**src/rtl/pi1_sram.sv**
```systemverilog
// PI1 slave bridging 32-bit word ops onto a 16-bit asynchronous SRAM.
// Define PI1_SRAM_HALFSKIP_EN to bypass write halves whose byte enables are all clear.
module pi1_sram #(
  parameter int ARCHBITSZ     = 32,
  parameter int SRAMADDRBITSZ = 18,
  parameter int WAITCYCLES    = 2
) (
  input  logic                     clk_i,
  input  logic                     rst_i,
  input  logic [1:0]               pi1_op_i,
  input  logic [ARCHBITSZ-3:0]     pi1_addr_i,
  input  logic [ARCHBITSZ-1:0]     pi1_data_i,
  output logic [ARCHBITSZ-1:0]     pi1_data_o,
  input  logic [ARCHBITSZ/8-1:0]   pi1_sel_i,
  output logic                     pi1_rdy_o,
  output logic [SRAMADDRBITSZ-1:0] sram_addr_o,
  input  logic [15:0]              sram_dq_i,
  output logic [15:0]              sram_dq_o,
  output logic                     sram_dq_oe_o,
  output logic                     sram_ce_n_o,
  output logic                     sram_oe_n_o,
  output logic                     sram_we_n_o,
  output logic [1:0]               sram_be_n_o
);

  typedef enum logic [2:0] {
    IDLE,
    RDLO,
    RDHI,
    WRLO,
    WRHI
  } state_e;

  localparam logic [3:0] LAST = 4'(WAITCYCLES);
  localparam int AW = SRAMADDRBITSZ - 1;

  state_e state_q, state_d, first_wr;
  logic [3:0] cnt_q, cnt_d;
  logic [1:0] op_q, op_d;
  logic [AW-1:0] addr_q, addr_d;
  logic [31:0] wdat_q, wdat_d;
  logic [3:0] sel_q, sel_d;
  logic [31:0] rdat_q, rdat_d;
  logic rdy_q, rdy_d;
  logic [SRAMADDRBITSZ-1:0] saddr_q, saddr_d;
  logic [15:0] dq_q, dq_d;
  logic dq_oe_q, dq_oe_d;
  logic ce_n_q, ce_n_d;
  logic oe_n_q, oe_n_d;
  logic we_n_q, we_n_d;
  logic [1:0] be_n_q, be_n_d;

  logic accept, last, skip_lo, skip_hi;
  logic rd, wr, hi;
  logic unused_addr;

  assign unused_addr = ^pi1_addr_i[ARCHBITSZ-3:AW];

  always_comb begin
    accept = (state_q == IDLE) && (pi1_op_i != 2'b00);
    op_d   = op_q;
    addr_d = addr_q;
    wdat_d = wdat_q;
    sel_d  = sel_q;
    if (accept) begin
      op_d   = pi1_op_i;
      addr_d = pi1_addr_i[AW-1:0];
      wdat_d = pi1_data_i;
      sel_d  = pi1_sel_i;
    end

    skip_lo = 1'b0;
    skip_hi = 1'b0;
`ifdef PI1_SRAM_HALFSKIP_EN
    skip_lo = (sel_d[1:0] == 2'b00);
    skip_hi = (sel_d[3:2] == 2'b00);
`endif
    first_wr = skip_lo ? (skip_hi ? IDLE : WRHI) : WRLO;

    last    = (cnt_q == LAST);
    state_d = state_q;
    unique case (state_q)
      IDLE: if (accept) state_d = op_d[1] ? RDLO : first_wr;
      RDLO: if (last) state_d = RDHI;
      RDHI: if (last) state_d = (op_q == 2'b11) ? first_wr : IDLE;
      WRLO: if (last) state_d = skip_hi ? IDLE : WRHI;
      WRHI: if (last) state_d = IDLE;
      default: state_d = IDLE;
    endcase

    if (state_q == IDLE || state_d != state_q) cnt_d = 4'd0;
    else cnt_d = cnt_q + 4'd1;

    // Capture each half on the final cycle of its read phase
    rdat_d = rdat_q;
    if (last && state_q == RDLO) rdat_d[15:0] = sram_dq_i;
    if (last && state_q == RDHI) rdat_d[31:16] = sram_dq_i;

    rd = (state_d == RDLO) || (state_d == RDHI);
    wr = (state_d == WRLO) || (state_d == WRHI);
    hi = (state_d == RDHI) || (state_d == WRHI);

    rdy_d   = (state_d == IDLE);
    ce_n_d  = ~(rd | wr);
    oe_n_d  = ~rd;
    dq_oe_d = wr;
    we_n_d  = ~(wr && cnt_d != LAST);

    be_n_d = 2'b11;
    if (rd) be_n_d = 2'b00;
    if (wr) be_n_d = hi ? ~sel_d[3:2] : ~sel_d[1:0];

    dq_d = dq_q;
    if (wr) dq_d = hi ? wdat_d[31:16] : wdat_d[15:0];

    saddr_d = saddr_q;
    if (rd || wr) saddr_d = {addr_d, hi};
  end

  always_ff @(posedge clk_i or negedge rst_i) begin
    if (!rst_i) begin
      state_q <= IDLE;
      cnt_q   <= 4'd0;
      op_q    <= 2'b00;
      addr_q  <= '0;
      wdat_q  <= '0;
      sel_q   <= '0;
      rdat_q  <= '0;
      rdy_q   <= 1'b1;
      saddr_q <= '0;
      dq_q    <= '0;
      dq_oe_q <= 1'b0;
      ce_n_q  <= 1'b1;
      oe_n_q  <= 1'b1;
      we_n_q  <= 1'b1;
      be_n_q  <= 2'b11;
    end else begin
      state_q <= state_d;
      cnt_q   <= cnt_d;
      op_q    <= op_d;
      addr_q  <= addr_d;
      wdat_q  <= wdat_d;
      sel_q   <= sel_d;
      rdat_q  <= rdat_d;
      rdy_q   <= rdy_d;
      saddr_q <= saddr_d;
      dq_q    <= dq_d;
      dq_oe_q <= dq_oe_d;
      ce_n_q  <= ce_n_d;
      oe_n_q  <= oe_n_d;
      we_n_q  <= we_n_d;
      be_n_q  <= be_n_d;
    end
  end

  assign pi1_data_o   = rdat_q;
  assign pi1_rdy_o    = rdy_q;
  assign sram_addr_o  = saddr_q;
  assign sram_dq_o    = dq_q;
  assign sram_dq_oe_o = dq_oe_q;
  assign sram_ce_n_o  = ce_n_q;
  assign sram_oe_n_o  = oe_n_q;
  assign sram_we_n_o  = we_n_q;
  assign sram_be_n_o  = be_n_q;

endmodule

```
**config.mk**
```make
export PLATFORM = sky130hd
export DESIGN_NAME = pi1_sram
export DESIGN_NICKNAME = d
export VERILOG_FILES = /design/src/rtl/pi1_sram.sv
export SDC_FILE = /design/constraint.sdc
export NUM_CORES = 1
export LEC_CHECK = 0
export BUFFER_PORTS_ARGS = -buffer_cell sky130_fd_sc_hd__buf_2
export CORE_ASPECT_RATIO = 1.25
export CORE_MARGIN = 2
export CORE_UTILIZATION = 30
export CTS_CLUSTER_DIAMETER = 60
export CTS_CLUSTER_SIZE = 16
export DETAILED_ROUTE_END_ITERATION = 16
export PLACE_DENSITY_LB_ADDON = 0.25
export REMOVE_ABC_BUFFERS = 1
export SYNTH_ARGS = -nofsm -noshare
export SYNTH_HDL_FRONTEND = slang
export SYNTH_SLANG_ARGS = --single-unit
```
**constraint.sdc**
```tcl
create_clock -name clk_i -period 2.77 [get_ports clk_i]
set_input_delay 0.277 -clock clk_i [delete_from_list [all_inputs] [get_ports clk_i]]
set_output_delay 0.277 -clock clk_i [all_outputs]
set_load 0.01 [all_outputs]
```
# After elaboration in Yosys (flattened, before gate mapping)
# Cells that the tools add are included.
# W data, S select, Z words.
# totals
reg_bits,135
wordCells,65
inputBits,86
# op_classes
bitwise_logic,6
n_addsub,1
eq_ne,12
muxes,17
reduce_logical,12
# ops
cell,count
$mux W32,1
$mux W17,1
$mux W16,1
$mux W3,5
$pmux W3 S5,1
$eq A3 B2 Y1 const B,4
$mux W2,6
$mux W4,2
$eq A3 B1 Y1 const B,2
$eq A3 B3 Y1 const B,2
$logic_not A3 Y1,2
$logic_or A1 B1 Y1,5
$add A4 B1 Y4 const B,1
$eq A4 B2 Y1 const B,1
$logic_and A1 B1 Y1,4
$ne A4 B2 Y1 const B,1
$not A2 Y2,2
$ne A3 B3 Y1,1
$not A1 Y1,3
$eq A2 B2 Y1 const B,1
$reduce_bool A2 Y1,1
$or A1 B1 Y1,1

# Longest topological paths before layout
# Gate-level depths: netlist (run 1).
# logic_depth
ltp_word,12
mapped_depth,9
ltp_nobuf,8

# Worst setup path before layout (run 1)
# No wires, ideal clock.
# synth_path
kind,register to register
start,register cnt_q[0]
end,register saddr_q[10] (netlist: sram_addr_o[10])
t_arrival_ns,1.984
required_ns,2.645
synth_period_minus_slack_ns,2.109
setup_slack_ns,0.661
setup_ns,0.125
path_buffers,1
stages_incl_launch_ff,9
cell_sequence,dfrtp_1 > inv_1 > ha_1 > nor3b_4 > and4_1 > nor3_4 > nand3_4 > buf_6 > mux2_4
# synth_via
elab_chain_cells,6
elab_cells_between_ends,13
# synth_rtl
item,line_no,source
start: declaration,38,"logic [3:0] cnt_q, cnt_d;"
start signal: assignment,139,cnt_q <= cnt_d;
$eq A4 B2 Y1 *,80,last = (cnt_q == LAST);
$mux W3 (on tied branches),-,
$pmux W3 S5 *,82,unique case (state_q)
"$eq A3 B1 Y1, or another cell as far along",99,rd = (state_d == RDLO) || (state_d == RDHI);
$logic_or A1 B1 Y1 (on tied branches),"99, 100",
$logic_or A1 B1 Y1 *,117,"if (rd || wr) saddr_d = {addr_d, hi};"
end signal: assignment,146,saddr_q <= saddr_d;
end: declaration,45,"logic [SRAMADDRBITSZ-1:0] saddr_q, saddr_d;"
# Every way passes the cells marked *; elsewhere a longest branch is shown, timed or not.
# A chain may end at the register's enable or synchronous reset.

# Worst setup path in the final report (run 1)
# layout_path
start,register cnt_q[0]
end,register saddr_q[12] (netlist: sram_addr_o[12])
# The elaborated chain is that of the path after synthesis.

==> impl_summary.md, run 1 <==
Placed design
At the placement stage, the worst setup path has a slack of 323 ps. The detailed-placement wirelength estimate is 7.96 mm. The weighted congestion at the end of routability-driven global placement is 0.733.

The number of buffers inserted by port buffering is 145.

STA
The max-slew violation total from the final report is 0. Clock skew on the completed layout was measured at 8.41 ps. Static timing analysis puts the maximum clock frequency at 0.417 GHz. Dividing the final minimum period by the clock period gives 0.867. At the pin with the least slew margin, the transition time is 753 ps. Setup repair after global routing left no endpoint under its margin. The worst setup slack after layout is 370 ps.

Counting I/O delays and the setup requirement, the final critical path takes 2400 ps. The worst pin sits at a relative slew slack of 0.497. The final-report hold violation count is 0. The final setup violation count is 0.

Logic synthesis
The yosys synthesis warning count is 0. In the post-synthesis netlist, the biggest area contributors are sky130_fd_sc_hd__dfrtp_1, sky130_fd_sc_hd__mux2_2, sky130_fd_sc_hd__mux2i_1. The per-instance average area after synthesis is 14.9 sq um. The leading register cell type out of synthesis is sky130_fd_sc_hd__dfrtp_1. Synthesis inferred 135 register bits. The cell area that synthesis handed to floorplanning was 0.00540 sq mm.

The top cell type's share of synthesized area is 0.598. The proportion of synthesized flip-flops having asynchronous set or reset is 1.00. Summed over all instances, the cell type with the most area after synthesis is sky130_fd_sc_hd__dfrtp_1. For this run, the register share of the synthesized area comes to 0.627.

The number of cells produced by synthesis is 363. Yosys mapped a number of flops with a built-in enable equal to 0. The distinct cell type count after synthesis is 39.

Finish
The footprint of the multi-input gates is 0.00188 sq mm. Of the cells placed in the final design, the portion with a size suffix greater than 1 is 0.566. Leaving out fill and tap cells, the most frequent cell in the layout is sky130_fd_sc_hd__buf_2. The final net count is 609. In the layout the commonest cells are sky130_fd_sc_hd__buf_2, sky130_fd_sc_hd__dfrtp_1, sky130_fd_sc_hd__mux2_2. The filler cells instantiated in the layout total 1722. Across the whole layout, storage elements account for 0.00339 sq mm. The area added between synthesis and finish is 30.0%.

Floorplanning
After floorplanning, the core was divided into 54 placement rows. The die is 124 um wide. The die area is 0.0191 sq mm. The top-level port count is 159. The core box area is 0.0176 sq mm. The initial utilization of the core area, before any placement, comes to 0.307. In this run the vertical extent of the chip is 154 um.

Critical path
The endpoint type of the worst setup path is a register. The worst setup path is of the reg2reg kind. For this run, the slowest stage of the critical path takes 410 ps. The peak fanout along the critical path is 19. The register-to-register path setup slack is 370 ps. The worst setup path is launched from a register.

STA puts the critical path data required time at 3060 ps. For this design, the slowest cell found on the critical path is sky130_fd_sc_hd__mux2_4. Traced cell by cell, the critical path runs through inv_1, ha_1, nor3b_4, and4_1, nor3_4, nand3_4, mux2_4. Data arrives at the worst endpoint at 2690 ps.

Clocking
Buffers inserted during clock tree synthesis total 17. CTS saw 135 sinks. TritonCTS built the clock tree.

For the worst-skew pair, the clock arrives at the later sink with an insertion delay of 410 ps. Clock-pin slew was measured on the worst setup and hold paths at 60 ps. Clock tree synthesis selected as its root buffer the cell sky130_fd_sc_hd__clkbuf_16. The number of gates resized after CTS was 0.

The H-tree was split into 4 levels. After clock tree synthesis, the flow added hold-fix buffers numbering 1. The maximum clock insertion buffer count is 2.

The number of buffers inserted by post-CTS setup repair is 0.

Route
Dividing the detail-routed via count by the number of cells gives 4.48. For this block, the initial DRC count from the detailed router was 94. The routed layout has 3401 vias.

The total length of routed wires is 11.3 mm. The number of nets with antenna violations after detailed routing is 0. The detailed-route DRC error count is 0. The first detailed-routing pass took 4 iterations.

After detailed routing, the average wire length per cell comes to 14.9 um.

Pwr
For this design the static power due to leakage is 3.25 nW. The overall power of the completed layout is 0.00943 W. Across the VDD grid, the largest voltage drop is 0.478 mV. Of the total power, the share spent switching nets is 0.319.

The combinational share of power is 0.385. The share of total power dissipated in the clock network is 0.248. Power spread over the standard cell area amounts to 1340 mW/mm^2. The internal portion of the total power is 0.00643 W. The power spent charging and discharging nets is 0.00300 W. The power share of the sequential group is 0.366.

Global routing
The initial antenna violation count is 3. The wire length of the first global-routing pass is 18.6 mm. The maximum number of pins on one net before global-route repair is 63. Summed over all layers, the global routing overflow is 0.

In the global route stage, overall resource usage came out at 0.128. The via count of the first global-routing pass came to 3723.

Job
The number of maximum-capacitance constraint violations is 0.

Outcome
The run finished with clean final reports.

Hold path
In this run the worst hold path is classified as in2reg.
[routing by layer]
layer  wire (um)  vias up  global-route usage
li1            -     1589                   -
met1        4620     1702               0.143
met2        5830       88               0.215
met3         633       20              0.0453
met4         246        2              0.0621
met5          12        -                   0
[synthesized netlist by cell type, drive strengths merged (2+ instances only)]
| library cell | count |
|---|---|
| dfrtp | 129 |
| mux2 | 102 |
| nor2 | 27 |
| a21oi | 16 |
| mux2i | 16 |
| buf | 11 |
| nand2 | 11 |
| inv | 7 |
| dfstp | 6 |
| clkbuf | 4 |
| o21ai | 4 |
| nand3 | 3 |
| nor3b | 3 |
| or3 | 3 |
| a22oi | 2 |
| ha | 2 |
| nor3 | 2 |
| or3b | 2 |
| xnor2 | 2 |
[metrics by stage]
stage	setup TNS [ps]	cells	utilization	hold WS, ps	area [sq um]
floorplan	-4250	348	-	-18.6	5290
global placement	0	725	0.363	301	6380
detailed placement	0	725	0.363	314	6380
CTS	0	758	0.399	79.6	7010
global route	0	759	0.399	88.8	7020
finish	0	760	0.400	107	7020
[sequential cells by signal, indices dropped and copies added (netlist names), 2 cells and up]
name / flops
op_q: 2
sram_be_n_o: 2
sel_q: 4
sram_dq_o: 16
pi1_data_o: 32
wdat_q: 32
addr_q: 17
sram_addr_o: 18
cnt_q: 4
state_q: 3
[power by group through the flow]
stage / Sequential (W) / Combinational, W / Clock [W]
6_report: 0.00346 / 0.00363 / 0.00234
3_5_place_dp: 0.00350 / 0.00372 / 0
3_3_place_gp: 0.00345 / 0.00359 / 0
2_1_floorplan: 0.00368 / 0.00226 / 0
5_1_grt: 0.00360 / 0.00400 / 0.00253
4_1_cts: 0.00348 / 0.00373 / 0.00244
[critical path: cells and delay by family, from the launching register on]
| family | cells | cell delay (ps) |
|---|---|---|
| adders and majority gates | 1 | 210 |
| buffers and inverters | 1 | 60 |
| DFF | 1 | 400 |
| muxes | 1 | 410 |
| and+or+nand+nor | 4 | 1180 |
[layout make-up]
cell class,count,area share
Antenna cell,2,0.000713
Clock buffer,22,0.0690
Clock inverter,10,0.0205
Inverter,7,0.00374
Multi-Input combinational cell,206,0.268
Sequential cell,135,0.482
Tap cell,224,0.0399
Timing Repair Buffer,154,0.116
[logic make-up after synthesis]
kind of cell,share of synthesized area
buffers and inverters,0.0252
and+or+nand+nor,0.0577
adders and majority gates,0.00463
DFF,0.627
AOI/OAI and AO/OA,0.0329
muxes,0.248
xor gates and xnor gates,0.00487
[final timing paths]
path | startpoint | end | cells past startpoint
worst max-delay path | cnt_q[0] | sram_addr_o[12] | 7
worst min-delay path | sram_dq_i[9] | pi1_data_o[9] | 2
worst max register to register | cnt_q[0] | sram_addr_o[12] | 7
worst min register to register | addr_q[6] | addr_q[6] | 1
max in group asynchronous | rst_i | pi1_data_o[11] | 3
min in group asynchronous | rst_i | pi1_data_o[17] | 2
Power figures use the tool's default switching activity.
==> inputs of run 2 (changes only) <==
Settings changed: ABC_AREA set to 1, BUFFER_PORTS_ARGS -buffer_cell sky130_fd_sc_hd__buf_2 to -buffer_cell sky130_fd_sc_hd__clkbuf_2, GPL_ROUTABILITY_DRIVEN set to 0.
==> run 2 against run 1 <==
Non-clock buffer count rose by 3. Area after synthesis increased by 1.9%. Register-to-register slack improved by 150 ps. First-iteration DRC count increased by 51%. Sequential cell count stayed put. Clock skew up 3.7 ps. Critical path depth grew 4. Final cell count increased by 29%. Final area increased by 0.89%. Synthesized cell count grew 61%. Worst hold slack lost 22 ps. Sequential power down 2%. Critical path type unchanged.
==> impl_summary.md, run 2 <==
Critical path
The biggest cell delay along the critical path is 460 ps (+50 ps). The critical path in this run is classified as reg2reg. The data required time of the worst path was 3070 ps (about the same). The launching element type of the critical path is a register. The endpoint type of the worst setup path is a register. The register-to-register path setup slack is 520 ps (+150 ps). The kind of cell adding the most delay to the critical path is simple AND/OR/NAND/NOR gates. In this run the critical register-to-register path is captured at sram_dq_o[9]. The signal on the critical path passes through nor2_1, o211ai_4, buf_4, nand2_1, nor2_1, nand2_1, nand2_2, buf_4, nand2_1, nand2_1, o21ai_1. The most used cell along the critical path is sky130_fd_sc_hd__nand2_1. The cell with the biggest individual delay on the critical path is sky130_fd_sc_hd__dfrtp_1.

The peak fanout along the critical path is 31 (+12). The beginning of the worst register-to-register path is state_q[1]. Tracing the worst setup path back leads to its startpoint at state_q[1]. The depth of the worst register-to-register path is 11 (+4). The buffering stage count on the worst path with inverters included is 2 (+1). The arrival time of data at the critical path endpoint came to 2550 ps (-140 ps). The total stage count of the critical path was 11 (+4).

The capturing element of the worst setup path is sram_dq_o[9].

Route
The routed length per placed instance is 13.1 um (-12%). The detailed-route DRC error count is 0 (unchanged). The highest routed metal layer is met4. The total length of routed wires is 12.8 mm (+13%). The sum of met2 wire segment lengths after detailed routing was 6.60 mm (+13%).

The vias per cell is 4.27 (-4.6%). The sum of routed wire segments on met1 is 5.56 mm (+20%). The total vias in the final route is 4176 (+23%). The initial DRC count is 142 (+51%). The number of nets with antenna violations after detailed routing was 0 (unchanged). The sum of met3 wire segment lengths after detailed routing is 507 um (-20%). The number of detailed-route iterations in the first pass came to 4 (unchanged).

STA
The pin slew with the least headroom to its limit is 560 ps (-192 ps). The worst hold slack is 85.0 ps (-21.7 ps). The final-report hold violation count is 0 (unchanged). Setup repair after global routing left no endpoint under its margin.

The final setup violation count came to 0 (unchanged). The worst setup slack after layout is 518 ps (+149 ps). The worst slew margin relative to its limit is 0.626 (+0.129). The period utilization was 0.813 (-0.0536). The final critical-path required period is 2250 ps (-149 ps).

The highest clock frequency the design can meet is 0.444 GHz (+6.6%). The worst clock skew on the final layout is 12.1 ps (+3.67 ps). The max-slew violation total from the final report is 0 (unchanged).

Clocking
The number of sinks driven by the clock tree was 135 (unchanged). The number of gates resized after cts is 0 (unchanged). The clock latency on the worst-skew pair is 410 ps (about the same). The maximum clock insertion buffer count is 2 (unchanged). TritonCTS built the clock tree.

The clock buffer count from CTS is 17 (unchanged). The CTS root buffer is sky130_fd_sc_hd__clkbuf_16. The number of levels in the clock H-tree is 4 (unchanged). The number of buffers inserted by post-CTS setup repair is 0 (unchanged). The clock slew at the register clock pins of the worst setup and hold paths is 60 ps (about the same).

Logic synthesis
The most frequent cell after synthesis is sky130_fd_sc_hd__nand2_1. The top cell type's share of synthesized area is 0.587 (-0.0110). The yosys synthesis warning count came to 0 (unchanged). The fraction of the yosys area taken by sequential cells is 0.615 (-0.0115). Of all cell types, the one taking the most synthesized area is sky130_fd_sc_hd__dfrtp_1. Ranked by instance count, the synthesized netlist is headed by sky130_fd_sc_hd__nand2_1, sky130_fd_sc_hd__dfrtp_1, sky130_fd_sc_hd__inv_1, sky130_fd_sc_hd__o21ai_0, sky130_fd_sc_hd__nor2_1. The proportion of synthesized flip-flops having asynchronous set or reset is 1.00 (unchanged). The distinct cell type count after synthesis is 32 (-18%).

The per-instance average area after synthesis is 9.39 sq um (-37%). The count of flip-flops with a built-in enable after synthesis is 0 (unchanged). Sorting the synthesized cells by area gives the leading types as sky130_fd_sc_hd__dfrtp_1, sky130_fd_sc_hd__nand2_1, sky130_fd_sc_hd__o21ai_0. The number of cells produced by synthesis is 586 (+61%). The post-synth design cell area is 0.00550 sq mm (+1.9%). The post-synthesis sequential element count is 135 (unchanged).

The leading register cell type out of synthesis is sky130_fd_sc_hd__dfrtp_1.

Hold path
In this run the most critical hold path is launched from pi1_addr_i[3]. The path class of the tightest hold or removal check is in2reg.

Pwr
The total power density per cell area is 1360 mW/mm^2 (+1.5%). The leakage component of the power is 3.82 nW (+17%). The highest ir drop seen on vdd came to 0.667 mV (+39%).

Job
The number of maximum-capacitance constraint violations was 0 (unchanged).

Finish
The footprint of the multi-input gates came to 0.00173 sq mm (-8.2%). The filler cell count was 1906 (+11%). The share of final-layout standard cells stronger than drive strength 1 came to 0.293 (-0.272). Compared with the post-synthesis result, the final layout area differs by 28.7%.

The count of antenna diodes in the layout is 0 (-2). The area taken by flip-flops and latches is 0.00339 sq mm (unchanged). The top cell types in the final layout, fill and taps aside, are sky130_fd_sc_hd__nand2_1, sky130_fd_sc_hd__clkbuf_2, sky130_fd_sc_hd__dfrtp_1. The commonest non-fill, non-tap cell in the layout is sky130_fd_sc_hd__nand2_1.

The final net count is 825 (+35%). The post-route cell area is 0.00708 sq mm (+0.89%).

Floorplanning
The die boundary height is 155 um (+0.91%). The die span in x is 125 um (+0.90%). The initial core utilization was 0.305 (-0.00227). The core box area is 0.0180 sq mm (+2.6%). The top-level port count is 159 (unchanged). The total number of placement rows came to 55 (+1.9%).

The die area came to 0.0194 sq mm (+1.8%).

Placed design
The detailed-placement wirelength estimate was 8.73 mm (+9.6%). The cell area reported after detailed placement is 0.00648 sq mm (+1.6%). The number of buffers inserted by port buffering is 145 (unchanged). The pre-CTS setup slack was 505 ps (+182 ps).

Global routing
The initial antenna violation count is 0 (-3). The via count of the first global-routing pass is 4164 (+12%). The global-route usage over all layers is 0.136 (+0.00846).

The wire length of the first global-routing pass was 21.2 mm (+13%). The total congestion overflow after global routing was 0 (unchanged). The maximum number of pins on one net before global-route repair is 58 (-7.9%).

Outcome
The flow ran to the end, and the final reports show no timing, DRC or antenna violations.
-- run 2: changes by cell type after synthesis, sizes merged, moves of 3 or more --
| cell | before | now |
|---|---|---|
| nand4 | 1 | 4 |
| nor3b | 3 | 0 |
| nand2 | 11 | 173 |
| a31oi | 1 | 18 |
| nand3 | 3 | 6 |
| o21ai | 4 | 68 |
| nor2 | 27 | 45 |
| inv | 7 | 68 |
| mux2 | 102 | 0 |
| buf | 11 | 18 |
| or3 | 3 | 0 |
| clkbuf | 4 | 7 |
| or2 | 0 | 16 |
| a21oi | 16 | 1 |
-- run 2: cell families (layout without fill, tap and decap cells) --
group,after synthesis,in the layout,synth area share
buffers and inverters,93,257,0.0728
AO/OA/AOI/OAI,92,92,0.0910
AND/OR/NAND/NOR,246,246,0.184
flip-flops,135,135,0.615
XOR/XNOR,2,2,0.00318
adder cells (fa/ha/maj),2,2,0.00455
multiplexers,16,16,0.0291
-- run 2: where the power goes --
part,internal (W),switching [W]
Sequential,0.00301,0.000396
Combinational,0.00148,0.00252
Clock,0.00134,0.000916
Total,0.00583,0.00383
-- run 2: metal layers --
metal,up-vias,track usage
met3,7,0.0340
met1,1951,0.164
li1,2137,-
met4,0,0.0476
met5,-,0
met2,81,0.238
-- run 2: area by class of cell --
class / instances / area share
sequential: 135 / 0.478
multi-input combinational: 358 / 0.244
timing repair buffer: 157 / 0.118
clock buffer: 17 / 0.0601
tap: 228 / 0.0403
inverter: 68 / 0.0360
clock inverter: 15 / 0.0237
-- run 2: metrics by stage --
step / utilization / total power [W] / cells / TNS (ps)
final: 0.393 / 0.00966 / 978 / 0
after global routing: 0.393 / 0.0106 / 978 / 0
after CTS: 0.393 / 0.00987 / 978 / 0
after detailed placement: 0.359 / 0.00754 / 945 / 0
after global placement: 0.359 / 0.00746 / 945 / 0
after floorplan: - / 0.00605 / 561 / -14300
-- run 2: worst register-to-register path, stage by stage, from the launching register on --
cell and delay [ps]:
sky130_fd_sc_hd__dfrtp_1 460, sky130_fd_sc_hd__nor2_1 150, sky130_fd_sc_hd__o211ai_4 100, sky130_fd_sc_hd__buf_4 380, sky130_fd_sc_hd__nand2_1 130, sky130_fd_sc_hd__nor2_1 100
sky130_fd_sc_hd__nand2_1 70, sky130_fd_sc_hd__nand2_2 190, sky130_fd_sc_hd__buf_4 330, sky130_fd_sc_hd__nand2_1 110, sky130_fd_sc_hd__nand2_1 70, sky130_fd_sc_hd__o21ai_1 50
-- run 2: how the worst min path moves through the flow --
stage / to / slack [ps] / depth (start not counted)
after floorplan: addr_q[0] / -20 / 0
after global placement: wdat_q[27] / 300 / 1
after detailed placement: wdat_q[2] / 290 / 1
after CTS: addr_q[3] / 70 / 3
after global routing: addr_q[11] / 80 / 3
final: addr_q[3] / 90 / 3
-- run 2: timing repair --
| action | in CTS | in global routing |
|---|---|---|
| endpoints found under the setup margin | 0 | 0 |
| hold endpoints to repair | 51 | 0 |
| hold buffers | 1 | 0 |
==> inputs of run 3 (changes only) <==
Settings changed: ABC_AREA 1 to 0.
Clock period 2.77 ns to 2.14 ns, I/O delays scaled along.
==> run 3 against run 2 <==
Worst setup slack worse by 420 ps. Final cell count is 20% lower. Register-to-register slack worse by 420 ps. Worst hold slack worse by 41 ps. Sequential power is 31% higher. Final area is 4.0% higher. Clock power is 37% higher. Sequential share of layout area is 1.9 points lower. First-iteration DRC count is 52% lower. Routed wire length is 5.9% lower. Global-route usage is 0.50 points lower. Largest power group unchanged.
==> impl_summary.md, run 3 (synthesis gave the netlist of run 1 again) <==
Outcome
The run finished with clean final reports.

Route
The total length of routed wires is 12.1 mm (-5.9%). The sum of met2 wire segment lengths after detailed routing was 6.27 mm (-5.0%). The sum of met3 wire segment lengths after detailed routing is 672 um (+33%). The number of detailed-route iterations in the first pass is 4 (unchanged). The highest routed metal layer is met4.

The routed length per placed instance is 15.5 um (+18%). The total vias in the final route came to 3492 (-16%). The vias per cell is 4.49 (+5.1%). The detailed-route DRC error count is 0 (unchanged). The sum of routed wire segments on met1 is 4.93 mm (-11%). The number of nets with antenna violations after detailed routing came to 0 (unchanged). The initial DRC count came to 68 (-52%).

Floorplanning
The top-level port count is 159 (unchanged). The die boundary height was 154 um (-0.90%). The die span in x is 124 um (-0.90%). The core box area is 0.0176 sq mm (-2.6%). The die area came to 0.0191 sq mm (-1.8%).

The total number of placement rows came to 54 (-1.8%). The initial core utilization is 0.307 (+0.00227).

Hold path
The number of cells on the worst hold path is 2 (-1). In this run the worst hold path is classified as in2reg.

STA
The period utilization is 0.952 (+0.140). The worst clock skew on the final layout was 11.3 ps (-0.739 ps). The worst slew margin relative to its limit is 0.671 (+0.0442). The max-slew violation total from the final report came to 0 (unchanged). The pin slew with the least headroom to its limit is 487 ps (-73.1 ps). The aggregate negative setup slack came to 0 ps (unchanged). The final critical-path required period was 2040 ps (-214 ps). The highest clock frequency the design can meet is 0.491 GHz (+10%). The final setup violation count is 0 (unchanged). The worst setup slack after layout is 102 ps (-416 ps). The final-report hold violation count is 0 (unchanged).

Critical path
The data required time of the worst path is 2470 ps (-600 ps). The launching element type of the critical path is a register. The worst setup path is captured at a register. The peak fanout along the critical path is 8 (-74%).

The arrival time of data at the critical path endpoint came to 2360 ps (-190 ps). By startpoint and endpoint, the worst setup path is classified as reg2reg. The register-to-register path setup slack is 100 ps (-420 ps). The depth of the worst register-to-register path came to 6 (-5).

Global routing
The maximum number of pins on one net before global-route repair is 56 (-3.4%). The total congestion overflow after global routing was 0 (unchanged). The global-route usage over all layers is 0.131 (-0.00497).

The via count of the first global-routing pass is 3769 (-9.5%). The wire length of the first global-routing pass is 18.9 mm (-10%). The initial antenna violation count came to 0 (unchanged).

Finish
The end-of-flow core utilization is 0.419 (+0.0266). The count of antenna diodes in the layout is 0 (unchanged). The area added between synthesis and finish is 36.4%. The share of final-layout standard cells stronger than drive strength 1 is 0.596 (+0.302). The commonest non-fill, non-tap cell in the layout is sky130_fd_sc_hd__clkbuf_2. The post-layout instance count excluding filler cells is 778 (-20%). The final net count came to 630 (-24%). The library cells used most frequently in the layout, excluding fill and tap cells, are sky130_fd_sc_hd__clkbuf_2, sky130_fd_sc_hd__dfrtp_1, sky130_fd_sc_hd__mux2_2.

Pwr
The power share of the sequential group is 0.342 (-0.011). The total power density per cell area is 1770 mW/mm^2 (+30%). The clock network fraction of total power is 0.237 (+0.003). The leakage component of the power is 3.45 nW (-9.6%). The overall power of the completed layout is 0.0130 W (+35%). The combinational share of power is 0.421 (+0.008).

The internal power of the cells is 0.00893 W (+53%). The highest ir drop seen on vdd is 0.575 mV (-14%). The switching portion of total power is 0.315 (-0.0810).

The power spent charging and discharging nets was 0.00411 W (+7.5%).

Clocking
The number of sinks driven by the clock tree is 135 (unchanged). The clock latency on the worst-skew pair is 410 ps (about the same). The cell sitting at the root of the clock tree is a sky130_fd_sc_hd__clkbuf_16.

TritonCTS built the clock tree. The clock buffer count from CTS is 17 (unchanged). The maximum clock insertion buffer count is 2 (unchanged). The clock slew at the register clock pins of the worst setup and hold paths came to 60 ps (about the same). The number of levels in the clock H-tree is 4 (unchanged).

Placed design
The number of placed cells counting well taps came to 742 (-21%). The pre-CTS setup slack was 42.2 ps (-463 ps). The number of buffers inserted by port buffering is 145 (unchanged).

The detailed-placement wirelength estimate is 8.33 mm (-4.5%).

Job
The number of maximum-capacitance constraint violations was 0 (unchanged).
==> run 3: changes by cell type in the layout (fill, tap and decap cells not counted), sizes merged, moves of 4 or more <==
cell and change:
nand2 -162, mux2 +102, inv -66, o21ai -64, nor2 -18, a31oi -17, buf +16, or2 -16
a21oi +15, clkbuf +4
==> run 3: per-layer routing <==
layer,vias up,global-route usage
li1,1624,-
met1,1768,0.146
met2,87,0.229
met3,13,0.0427
met4,0,0.0535
met5,-,0
==> run 3: worst paths after layout <==
check | start | end
max in group asynchronous | rst_i | sram_ce_n_o
hold / removal | sram_dq_i[6] | pi1_data_o[6]
setup / recovery | state_q[2] | sram_be_n_o[0]
min in group asynchronous | rst_i | pi1_data_o[19]
setup reg to reg | state_q[2] | sram_be_n_o[0]
hold reg to reg | addr_q[6] | addr_q[6]
==> run 3: power groups by stage <==
stage,Sequential [W],Combinational [W],Clock (W)
3_5_place_dp,0.00451,0.00532,0
6_report,0.00446,0.00549,0.00310
5_1_grt,0.00464,0.00599,0.00332
2_1_floorplan,0.00477,0.00293,0
3_3_place_gp,0.00445,0.00514,0
4_1_cts,0.00447,0.00533,0.00319
==> run 3: what timing repair did <==
action,CTS,global route
gates resized for setup,0,11
hold endpoints to repair,42,0
endpoints found under the setup margin,0,34
buffers inserted,0,3
hold buffers,1,0
==> run 3: worst max-delay path, cell delays in order (launching register included) <==
cell                      delay (ps)
sky130_fd_sc_hd__dfrtp_1         410
sky130_fd_sc_hd__or3_4           430
sky130_fd_sc_hd__nor2_4          140
sky130_fd_sc_hd__buf_12          160
sky130_fd_sc_hd__mux2_2          350
sky130_fd_sc_hd__or3_1           300
sky130_fd_sc_hd__a22oi_1         170
==> run 3: through the flow <==
stage / area [sq um] / hold slack (ps)
final: 7370 / 44.0
after global routing: 7370 / 24.9
after CTS: 7240 / 18.4
after detailed placement: 6600 / 186
after global placement: 6600 / 186
after floorplan: 5290 / -81.6
==> run 3: final cells by class <==
type	instances	area (sq um)
fillers	1679	10200
flip-flops and latches	135	3390
multi-input cells	206	1920
repair buffers	175	1130
clock buffers	19	453
well taps	224	280
clock inverters	12	176
inverters	7	26.3
